<file path="config.mk">
export PLATFORM = sky130hd
export DESIGN_NAME = multicycle_controller
export DESIGN_NICKNAME = d
export VERILOG_FILES = /design/src/rtl/ctrl_pkg.sv /design/src/rtl/imm_gen.sv /design/src/rtl/multicycle_controller.sv
export SDC_FILE = /design/constraint.sdc
export NUM_CORES = 1
export LEC_CHECK = 0
export BUFFER_PORTS_ARGS = -buffer_cell sky130_fd_sc_hd__buf_2
export CAP_MARGIN = 20
export CORE_UTILIZATION = 45
export CTS_CLUSTER_DIAMETER = 30
export DETAILED_ROUTE_END_ITERATION = 8
export PLACE_DENSITY = 0.69
export SLEW_MARGIN = 20
export SYNTH_ARGS = -nofsm -noshare
export SYNTH_HDL_FRONTEND = slang
export SYNTH_HIERARCHICAL = 1
export SYNTH_SLANG_ARGS = --single-unit
</file>
<file path="constraint.sdc">
create_clock -name clock -period 6.4 [get_ports clock]
set_input_delay 0 -clock clock [delete_from_list [all_inputs] [get_ports clock]]
set_output_delay 0 -clock clock [all_outputs]
set_load 0.1 [all_outputs]
</file>
<file path="src/rtl/ctrl_pkg.sv">
// Shared types and constants for the multicycle RV32I-subset controller.
package ctrl_pkg;

    localparam int unsigned INSTR_W = 32;
    localparam int unsigned OPC_W   = 7;
    localparam int unsigned ALUF_W  = 4;

    typedef enum logic [2:0] {
        FETCH,
        DECODE,
        EXEC,
        MEM,
        HALT
    } state_t;

    localparam logic [OPC_W-1:0] OPC_OP     = 7'h33;
    localparam logic [OPC_W-1:0] OPC_OPIMM  = 7'h13;
    localparam logic [OPC_W-1:0] OPC_LOAD   = 7'h03;
    localparam logic [OPC_W-1:0] OPC_STORE  = 7'h23;
    localparam logic [OPC_W-1:0] OPC_BRANCH = 7'h63;
    localparam logic [OPC_W-1:0] OPC_JAL    = 7'h6F;
    localparam logic [OPC_W-1:0] OPC_JALR   = 7'h67;

    localparam logic [ALUF_W-1:0] ALU_ADD = 4'b0000;
    localparam logic [ALUF_W-1:0] ALU_SUB = 4'b0001;
    localparam logic [ALUF_W-1:0] ALU_SLT = 4'b0010;

    localparam logic [2:0]         F3_SLT    = 3'b010;
    localparam logic [INSTR_W-1:0] INSTR_NOP = 32'h0000_0013;

    // Control bundle driven into the datapath each cycle.
    typedef struct packed {
        logic              imem_req;
        logic              alu_src;
        logic              mem_to_reg;
        logic              reg_write;
        logic              mem_write;
        logic              link;
        logic              halted;
        logic [ALUF_W-1:0] alu_control;
    } ctrl_out_t;

    function automatic logic opc_legal(input logic [OPC_W-1:0] opc);
        case (opc)
            OPC_OP, OPC_OPIMM, OPC_LOAD, OPC_STORE,
            OPC_BRANCH, OPC_JAL, OPC_JALR: return 1'b1;
            default:                       return 1'b0;
        endcase
    endfunction

endpackage

</file>
<file path="src/rtl/imm_gen.sv">
// Immediate generator: picks the I/S/B/J field layout from the opcode,
// sign-extends to 32 bits and truncates to the datapath width.
module imm_gen
    import ctrl_pkg::*;
#(
    parameter int unsigned NBITS = 8
) (
    input  logic [INSTR_W-1:0] i_ir,
    output logic [NBITS-1:0]   o_imm_c
);

    logic [INSTR_W-1:0] w_imm32;
    logic               w_unused_funct3;

    assign w_unused_funct3 = ^i_ir[14:12];

    always_comb begin
        w_imm32 = '0;
        case (i_ir[6:0])
            OPC_OPIMM, OPC_LOAD, OPC_JALR:
                w_imm32 = {{20{i_ir[31]}}, i_ir[31:20]};
            OPC_STORE:
                w_imm32 = {{20{i_ir[31]}}, i_ir[31:25], i_ir[11:7]};
            OPC_BRANCH:
                w_imm32 = {{19{i_ir[31]}}, i_ir[31], i_ir[7], i_ir[30:25], i_ir[11:8], 1'b0};
            OPC_JAL:
                w_imm32 = {{11{i_ir[31]}}, i_ir[31], i_ir[19:12], i_ir[20], i_ir[30:21], 1'b0};
            default:
                w_imm32 = '0;
        endcase
    end

    assign o_imm_c = NBITS'(w_imm32);

endmodule

</file>
<file path="src/rtl/multicycle_controller.sv">
// Multicycle FETCH/DECODE/EXEC/MEM control unit and PC owner for the 8-bit datapath.
// Optional retired-instruction counter enabled by defining INSTRET_COUNTER_EN.
module multicycle_controller
    import ctrl_pkg::*;
#(
    parameter  int unsigned NBITS      = 8,
    parameter  int unsigned NREGS      = 32,
    parameter  int unsigned WIDTH_ALUF = 4,
    localparam int unsigned IDXW       = $clog2(NREGS)
) (
    input  logic                  clock,
    input  logic                  reset,
    output logic                  imem_req,
    output logic [NBITS-1:0]      imem_addr,
    input  logic                  imem_valid,
    input  logic [INSTR_W-1:0]    imem_rdata,
    output logic [IDXW-1:0]       RS1,
    output logic [IDXW-1:0]       RS2,
    output logic [IDXW-1:0]       RD,
    output logic [NBITS-1:0]      IMM,
    output logic [WIDTH_ALUF-1:0] ALUControl,
    output logic                  ALUSrc,
    output logic                  MemtoReg,
    output logic                  RegWrite,
    output logic                  MemWrite,
    output logic                  link,
    output logic [NBITS-1:0]      pclink,
    input  logic [NBITS-1:0]      PCReg,
    input  logic                  Zero,
    input  logic                  Neg,
    input  logic                  Carry,
    output logic                  halted
`ifdef INSTRET_COUNTER_EN
    ,
    output logic [15:0]           instret
`endif
);

    localparam logic [NBITS-1:0] PC_STEP = NBITS'(4);

    state_t             r_state;
    state_t             w_state_next;
    logic [NBITS-1:0]   r_pc;
    logic [NBITS-1:0]   w_pc_next;
    logic [INSTR_W-1:0] r_ir;
    logic [INSTR_W-1:0] w_ir_next;
    ctrl_out_t          r_out;
    ctrl_out_t          w_out;
    logic [IDXW-1:0]    r_rs1;
    logic [IDXW-1:0]    r_rs2;
    logic [IDXW-1:0]    r_rd;
    logic [NBITS-1:0]   r_imm;
    logic [NBITS-1:0]   w_imm_next;
    logic [NBITS-1:0]   r_pclink;
    logic               w_taken;
    logic               w_unused_carry;

    imm_gen #(
        .NBITS (NBITS)
    ) u_imm_gen (
        .i_ir    (w_ir_next),
        .o_imm_c (w_imm_next)
    );

    // funct3[2] separates BLT from BEQ
    assign w_taken        = r_ir[14] ? Neg : Zero;
    assign w_unused_carry = Carry;

    // Next state/PC/IR, then the control bundle for the state being entered.
    always_comb begin
        w_state_next = r_state;
        w_pc_next    = r_pc;
        w_ir_next    = r_ir;
        w_out        = '0;

        case (r_state)
            FETCH: begin
                if (r_out.imem_req && imem_valid) begin
                    w_ir_next    = imem_rdata;
                    w_state_next = DECODE;
                end
            end
            DECODE: begin
                w_state_next = opc_legal(r_ir[6:0]) ? EXEC : HALT;
            end
            EXEC: begin
                w_state_next = FETCH;
                w_pc_next    = r_pc + PC_STEP;
                case (r_ir[6:0])
                    OPC_LOAD, OPC_STORE: begin
                        w_state_next = MEM;
                        w_pc_next    = r_pc;
                    end
                    OPC_BRANCH: begin
                        if (w_taken) w_pc_next = r_pc + r_imm;
                    end
                    OPC_JAL: begin
                        w_pc_next = r_pc + r_imm;
                    end
                    OPC_JALR: begin
                        w_pc_next    = PCReg + r_imm;
                        w_pc_next[0] = 1'b0;
                    end
                    default: ;
                endcase
            end
            MEM: begin
                w_state_next = FETCH;
                w_pc_next    = r_pc + PC_STEP;
            end
            HALT: ;
            default: w_state_next = FETCH;
        endcase

        case (w_state_next)
            FETCH: w_out.imem_req = 1'b1;
            EXEC: begin
                case (w_ir_next[6:0])
                    OPC_OP: begin
                        w_out.reg_write   = 1'b1;
                        w_out.alu_control = (w_ir_next[14:12] == F3_SLT) ? ALU_SLT :
                                            (w_ir_next[30] ? ALU_SUB : ALU_ADD);
                    end
                    OPC_OPIMM: begin
                        w_out.reg_write   = 1'b1;
                        w_out.alu_src     = 1'b1;
                        w_out.alu_control = (w_ir_next[14:12] == F3_SLT) ? ALU_SLT : ALU_ADD;
                    end
                    OPC_LOAD, OPC_STORE: begin
                        w_out.alu_src = 1'b1;
                    end
                    OPC_BRANCH: begin
                        w_out.alu_control = ALU_SUB;
                    end
                    OPC_JAL: begin
                        w_out.link      = 1'b1;
                        w_out.reg_write = 1'b1;
                    end
                    OPC_JALR: begin
                        w_out.link      = 1'b1;
                        w_out.reg_write = 1'b1;
                        w_out.alu_src   = 1'b1;
                    end
                    default: ;
                endcase
            end
            MEM: begin
                // Address path stays as in EXEC; only loads and stores get here
                w_out.alu_src = 1'b1;
                if (w_ir_next[6:0] == OPC_LOAD) begin
                    w_out.mem_to_reg = 1'b1;
                    w_out.reg_write  = 1'b1;
                end else begin
                    w_out.mem_write = 1'b1;
                end
            end
            HALT: w_out.halted = 1'b1;
            default: ;
        endcase
    end

    always_ff @(posedge clock) begin
        if (!reset) begin
            r_state  <= FETCH;
            r_pc     <= '0;
            r_ir     <= INSTR_NOP;
            r_out    <= '0;
            r_rs1    <= '0;
            r_rs2    <= '0;
            r_rd     <= '0;
            r_imm    <= '0;
            r_pclink <= '0;
        end else begin
            r_state  <= w_state_next;
            r_pc     <= w_pc_next;
            r_ir     <= w_ir_next;
            r_out    <= w_out;
            r_rs1    <= IDXW'(w_ir_next[19:15]);
            r_rs2    <= IDXW'(w_ir_next[24:20]);
            r_rd     <= IDXW'(w_ir_next[11:7]);
            r_imm    <= w_imm_next;
            r_pclink <= w_pc_next + PC_STEP;
        end
    end

`ifdef INSTRET_COUNTER_EN
    logic [15:0] r_instret;

    // Counts instructions retired back into FETCH; frozen in HALT.
    always_ff @(posedge clock) begin
        if (!reset) begin
            r_instret <= '0;
        end else if ((r_state == EXEC || r_state == MEM) && w_state_next == FETCH) begin
            r_instret <= r_instret + 16'd1;
        end
    end

    assign instret = r_instret;
`endif

    assign imem_req   = r_out.imem_req;
    assign imem_addr  = r_pc;
    assign RS1        = r_rs1;
    assign RS2        = r_rs2;
    assign RD         = r_rd;
    assign IMM        = r_imm;
    assign ALUControl = WIDTH_ALUF'(r_out.alu_control);
    assign ALUSrc     = r_out.alu_src;
    assign MemtoReg   = r_out.mem_to_reg;
    assign RegWrite   = r_out.reg_write;
    assign MemWrite   = r_out.mem_write;
    assign link       = r_out.link;
    assign pclink     = r_pclink;
    assign halted     = r_out.halted;

endmodule

</file>
* Word-level counts from Yosys, hierarchy flattened
Cells that the tools add are included.
Operators by class: add/subtract/negate cells 4, mux-type cells 26, eq/ne operators 22, reduce and logical (&&, ||, !) cells 11
Operators by type and width (number):
- 32-bit 2-to-1 mux | 2
- 8-bit one-hot mux with 4 select lines | 2
- 7-bit equality test (second input constant) | 6
- 7-bit by 6-bit equality test with 1-bit output (second input constant) | 4
- 8-bit by 3-bit adder with 8-bit output (second input constant) | 2
- 8-bit adder | 2
- 8-bit one-hot mux with 2 select lines | 1
- 3-bit by 2-bit equality test with 1-bit output (second input constant) | 5
- 7-bit by 2-bit equality test with 1-bit output (second input constant) | 2
- 7-bit by 5-bit equality test with 1-bit output (second input constant) | 2
- 3-bit one-hot mux with 4 select lines | 1
- 1-bit 2-to-1 mux | 10
- 2-bit 2-to-1 mux | 4
- 8-bit 2-to-1 mux | 1
- 4-bit OR reduction | 2
- 7-bit OR reduction | 1
- 3-bit equality test (second input constant) | 2
- 3-bit zero test | 2
- 3-bit 2-to-1 mux | 2
- 2-bit one-hot mux with 3 select lines | 1
- 1-bit one-hot mux with 2 select lines | 2
- 2-bit AND reduction | 2
- 2-bit OR reduction | 2
- 3-bit by 1-bit equality test with 1-bit output (second input constant) | 1
- other kinds (2) | 2
Storage, ports and cells: input port bits 46, word-level logic and storage cells 79, register bits after elaboration 85, output and inout port bits 50

* Logic depth before layout (Yosys ltp)
Gate-level depths: netlist (run 1).
depth after elaboration 8, depth in mapped cells 11, mapped depth without buffers 11

* Cells and area by module
Netlist (run 1), hierarchy kept.
By module, submodules not included:
- multicycle_controller | cells an instance 387, instances 1, area an instance 3597.2 µm², seq. area each 1321.3 µm²
- imm_gen | cells an instance 18, instances 1, area an instance 175.2 µm², seq. area each 0.0 µm²

* Worst setup path before layout (run 1)
OpenSTA, ideal clock, no wires.
path kind register to register, from register r_imm[0], in the netlist IMM[0], to register r_pclink[7], in the netlist pclink[7], setup time 121 ps, path buffers 0, arrival time 3220 ps, clock period less this slack 3342 ps, setup slack 3058 ps, stages on the path, launching flop included 12, path through dfxtp_1 ha_1 inv_1 fa_1 nor2b_1 o21ai_0 a2111oi_0 o21ai_1 o211ai_1 nand3_2 nor3b_2 mux2_4
Between the ends: cells in the longest elaborated chain, start to end 5
Ends and longest elaborated chain:
- from (decl) | line multicycle_controller.sv:52 | logic [NBITS-1:0] r_imm;
- from (signal assigned) | line multicycle_controller.sv:181 | r_imm <= w_imm_next;
- 8-bit adder | line multicycle_controller.sv:95, multicycle_controller.sv:98
- 8-bit 2-to-1 mux | line multicycle_controller.sv:95 | if (w_taken) w_pc_next = r_pc + r_imm;
- 8-bit one-hot mux with 4 select lines * | line multicycle_controller.sv:89 | case (r_ir[6:0])
- 8-bit one-hot mux with 2 select lines * | line multicycle_controller.sv:76 | case (r_state)
- 8-bit by 3-bit adder with 8-bit output * | line multicycle_controller.sv:182 | r_pclink <= w_pc_next + PC_STEP;
- to (signal assigned) | line multicycle_controller.sv:182
- to (decl) | line multicycle_controller.sv:54 | logic [NBITS-1:0] r_pclink;
Every way passes the cells marked *; elsewhere a longest branch is shown, timed or not. A chain may end at the register's enable or synchronous reset.

* Worst setup path in the final report (run 1)
Ends and elaborated chain as after synthesis.

==> results.json, run 1 <==
{
  "powerDensity_nw_per_um2": 228.4,
  "hold_viol": 0,
  "synthCells": 393,
  "max-cap-violations": 0,
  "cp-start-kind": "flop",
  "min_path_type": "in2reg",
  "p_leak_nw": 1.971,
  "diodes": 0,
  "h-tree-depth": 3,
  "fin_crit_sh_pct": 45.92,
  "r2r_slack_ns": 3.46,
  "crit_fanout": 4,
  "grt_pass1_vias": 3002,
  "fin_crit_ns": 2.939,
  "layout_commonest_cell": "buf_2",
  "ant_nets": 0,
  "avgSynthCellArea_um2": 9.284,
  "detail_route.iter0.violations": 113,
  "grt_max_degree": 39,
  "path_clk_slew_ns": 0.07,
  "drt_wl_total_um": 8416,
  "io_buffers": 89,
  "via_per_inst": 5.248,
  "r2r_cells": 11,
  "crit_arrival_ns": 3.16,
  "postCtsSetupBuffers": 0,
  "grt_usage_pct": 20.98,
  "die-height_um": 92.05,
  "fillers": 703,
  "final_cell_mix": "buf_2 (89), dfxtp_1 (63), and2_1 (41)",
  "fin_tns_setup_ns": 0,
  "max_freq_mhz": 340.3,
  "status": "completed",
  "cts-root-buf": "clkbuf_8",
  "ios": 96,
  "cp-end-kind": "flop",
  "die_w_um": 92.05,
  "num_vias": 3070,
  "drc": 0,
  "setup_viol": 0,
  "initial_core_util_pct": 46.97,
  "dieArea_um2": 8472,
  "worstSetupPathType": "reg2reg",
  "area_growth_pct": 19.20,
  "ctsResizeCount": 0,
  "synthesis.area_um2": 3648,
  "relSlewSlack_pct": 58.08,
  "antenna_found_initial": 0,
  "worstSkewPairLatency_ns": 0.33,
  "layout-drive-gt1-share_pct": 31.47,
  "rr_endpoint": "pclink[7]",
  "crit_path_start": "IMM[0]",
  "avgRoutedWirePerCell_um": 14.39,
  "first_pass_iters": 4,
  "cp-endpoint": "pclink[7]",
  "dp_hpwl_um": 6270,
  "tightest_slew_ns": 0.6240,
  "core_area_um2": 7767,
  "globalRouteOverflowTotal": 0,
  "nNetsFinal": 541,
  "r2r-start": "IMM[0]",
  "cts_max_path_buffers": 2,
  "cts_buffers": 9,
  "routabilityCongestion": 0.8451,
  "ys_warn_count": 6,
  "clock_skew_ns": 0.006720,
  "cts_tree": "built",
  "placed_area_um2": 4030,
  "cts.sinks": 63,
  "vdd_drop_max_mv": 0.1765,
  "critPathRequiredTime_ns": 6.62,
  "num_rows": 32,
  "rsz0062_at_grt": "false",
  "slew_violations": 0,
  "design_area_um2": 4349,
  "grt_pass1_wl_um": 13970
}
layout make-up:
cell class | count | area, um2 | share of cell area (%)
multi-input cells | 284 | 2125 | 48.85
flip-flops and latches | 63 | 1261 | 29.00
repair buffers | 103 | 583.1 | 13.41
inverters | 17 | 63.81 | 1.467
clock inverters | 6 | 61.31 | 1.410
clock buffers | 10 | 127.6 | 2.934
well taps | 102 | 127.6 | 2.934
flip-flops by register name, summed over array words and instances (netlist names), named ones only:
| name | count |
|---|---|
| IMM | 8 |
| pclink | 6 |
| MemWrite | 1 |
| ALUControl | 2 |
| r_state | 3 |
| imem_addr | 6 |
| halted | 1 |
| ALUSrc | 1 |
| link | 1 |
| imem_req | 1 |
| r_ir | 29 |
| MemtoReg | 1 |
| RegWrite | 1 |
metal layers:
| metal | global-route usage, % | share of wire, % | vias to the layer above |
|---|---|---|---|
| li1 | - | - | 1535 |
| met1 | 27.12 | 47 | 1422 |
| met2 | 33.83 | 45 | 105 |
| met3 | 5.721 | 6.6 | 8 |
| met4 | 6.641 | 1.2 | 0 |
| met5 | 0 | 0 | - |
metrics by stage:
| stage | total power, mW | hold WS, ns | worst slack [ns] | std cells | utilization [%] |
|---|---|---|---|---|---|
| finish | 0.9932 | 0.02427 | 3.461 | 585 | 55.99 |
| global route | 1.039 | 0.01800 | 3.200 | 585 | 55.99 |
| CTS | 1.002 | 0.006320 | 3.525 | 585 | 55.99 |
| detailed placement | 0.6583 | 0.2674 | 3.541 | 556 | 51.88 |
| global placement | 0.6525 | 0.2473 | 3.555 | 556 | 51.88 |
| floorplan | 0.6200 | 0.1416 | 3.058 | 394 | - |
report_power, final:
group          internal, mW  leakage, nW  switching [mW]  total [mW]
sequential            0.408        0.512          0.0127       0.421
clock                 0.179       0.0960           0.158       0.337
combinational        0.0767         1.36           0.159       0.236
worst max-delay path, stage by stage, from the launching register on:
cell and delay [ns]:
dfxtp_1 0.40, ha_1 0.21, inv_1 0.06, fa_1 0.38
nor2b_1 0.22, o21ai_0 0.12, a2111oi_0 0.38, o21ai_1 0.13
o211ai_1 0.24, nand3_2 0.16, nor3b_2 0.21, mux2_4 0.31
worst min-delay path by stage:
stage | slack (ns) | endpoint | start | depth (start not counted)
after global routing | 0.02 | r_ir[25] | imem_rdata[25] | 3
after detailed placement | 0.27 | r_ir[14] | imem_rdata[14] | 3
final | 0.02 | r_ir[25] | imem_rdata[25] | 3
after CTS | 0.006 | r_ir[25] | imem_rdata[25] | 3
after floorplan | 0.14 | r_ir[3] | imem_rdata[3] | 2
after global placement | 0.25 | r_ir[14] | imem_rdata[14] | 3
what timing repair did:
action	CTS	global route
setup endpoints to repair	0	0
hold buffers	13	0
hold endpoints to repair	13	0
No activity file was read; power rests on OpenSTA's default activity.
==> inputs of run 2 (changes only) <==
Clock period 6.4 ns to 2.8 ns, I/O delays scaled along.
==> results.json, run 2 (synthesized netlist as in run 1, its figures left out) <==
{
  "status": "completed",
  "dieArea_um2": 8472,
  "p_leak_nw": 2.016,
  "ios": 96,
  "hold_viol": 0,
  "fin_crit_sh_pct": 93.63,
  "cp-endpoint": "pclink[7]",
  "max-cap-violations": 0,
  "slew_violations": 0,
  "met1_usage_pct": 26.85,
  "avgRoutedWirePerCell_um": 14.17,
  "grt_max_degree": 39,
  "globalRouteOverflowTotal": 0,
  "r2r_slack_ns": 0.18,
  "drc": 0,
  "nNetsFinal": 549,
  "multi_input_area_um2": 2148,
  "layout-drive-gt1-share_pct": 35.64,
  "rsz0062_at_grt": "false",
  "grt.busiest_layer": "met2",
  "cpPeakStageDelay_ns": 0.36,
  "detail_route.iter0.violations": 153,
  "first_pass_iters": 4,
  "grt_use_met2_pct": 35.88,
  "min_path_type": "in2reg",
  "critPathRequiredTime_ns": 3.02,
  "initial_core_util_pct": 46.97,
  "setup_viol": 0,
  "cp-start-kind": "flop",
  "die_w_um": 92.05,
  "seqCellArea_um2": 1272,
  "area_growth_pct": 21.30,
  "top_register": "r_ir",
  "cts_tree": "built",
  "cp-end-kind": "flop",
  "final_cell_mix": "buf_2 (89), dfxtp_1 (54), and2_1 (41)",
  "slowest_stage": "dfxtp_2",
  "num_rows": 32,
  "largest_reg_flops": 29,
  "worstSkewPairLatency_ns": 0.33,
  "vdd_drop_max_mv": 0.3441,
  "core_area_um2": 7767,
  "crit_fanout": 4,
  "crit_arrival_ns": 2.85,
  "worstSetupPathType": "reg2reg",
  "grt_usage_pct": 21.25,
  "dp_hpwl_um": 6367,
  "path_clk_slew_ns": 0.07,
  "r2r_cells": 11,
  "fillers": 742,
  "routabilityCongestion": 0.8668,
  "use_met3_pct": 4.063,
  "fin_tns_setup_ns": 0,
  "diodes": 0,
  "p_total_mw": 2.212,
  "via_per_inst": 5.218,
  "rr_endpoint": "pclink[7]",
  "cts.sinks": 63,
  "path_cells": "ha_1 > inv_1 > fa_2 > nor2b_2 > o21ai_0 > a2111oi_2 > o21ai_1 > o211ai_1 > nand3_2 > nor3b_2 > mux2_4",
  "fin_crit_ns": 2.622,
  "grt_pass1_wl_um": 14300,
  "max_freq_mhz": 381.4,
  "die-height_um": 92.05,
  "ant_nets": 0,
  "io_buffers": 89,
  "num_vias": 3094,
  "grt_pass1_vias": 3069,
  "relSlewSlack_pct": 59.42,
  "cts_buffers": 9,
  "powerDensity_nw_per_um2": 499.8,
  "antenna_found_initial": 0,
  "tightest_slew_ns": 0.6040,
  "clock_skew_ns": 0.008770,
  "h-tree-depth": 3,
  "drt_wl_total_um": 8400,
  "layout_commonest_cell": "buf_2",
  "cts_max_path_buffers": 2,
  "cts-root-buf": "clkbuf_8"
}
[run 2: layer usage]
| layer | wire length [um] | vias to the layer above |
|---|---|---|
| met5 | 0 | - |
| met4 | 79 | 0 |
| met3 | 459 | 9 |
| met2 | 3940 | 85 |
| met1 | 3921 | 1443 |
| li1 | - | 1557 |
[run 2: stage by stage]
stage	area [um2]	instances	setup WS [ns]	utilization, %	hold slack [ns]
2_1_floorplan	3664	394	-0.1878	-	0.1416
3_3_place_gp	4101	564	0.1309	52.80	0.2574
3_5_place_dp	4101	564	0.05548	52.80	0.2767
4_1_cts	4387	591	0.03852	56.48	0.005725
5_1_grt	4425	593	0.03481	56.97	0.01743
6_report	4425	593	0.1783	56.97	0.02026
[run 2: cell type report]
cell class	instances	share of cell area, %
repair buffers	111	14.42
clock inverters	4	0.4524
inverters	17	1.442
well taps	102	2.884
flip-flops and latches	63	28.75
clock buffers	12	3.506
multi-input cells	284	48.54
[run 2: where the power goes]
part | switching, mW | internal, mW
Sequential | 0.0287 | 0.934
Clock | 0.341 | 0.364
Combinational | 0.362 | 0.183
Total | 0.732 | 1.48
[run 2: worst min path at each step]
stage / from / endpoint / depth (start not counted)
3_5_place_dp: imem_rdata[14] / r_ir[14] / 3
2_1_floorplan: imem_rdata[3] / r_ir[3] / 2
6_report: imem_rdata[25] / r_ir[25] / 3
3_3_place_gp: imem_rdata[14] / r_ir[14] / 3
4_1_cts: imem_rdata[27] / r_ir[27] / 3
5_1_grt: imem_rdata[7] / r_ir[7] / 3
[run 2: timing repair]
| action | 4_1_cts | 5_1_grt |
|---|---|---|
| setup endpoints to repair | 0 | 1 |
| setup buffers | 0 | 2 |
| resized for setup | 0 | 5 |
| hold endpoints to repair | 11 | 0 |
| hold buffers | 11 | 0 |
[run 2: critical path, delay by kind of cell (launching register included)]
kind            cells  cell delay (ns)
compound gates      4             0.73
fa+ha+maj           2             0.52
buf+inv             1             0.06
flops               1             0.36
mux                 1             0.31
simple gates        3             0.53
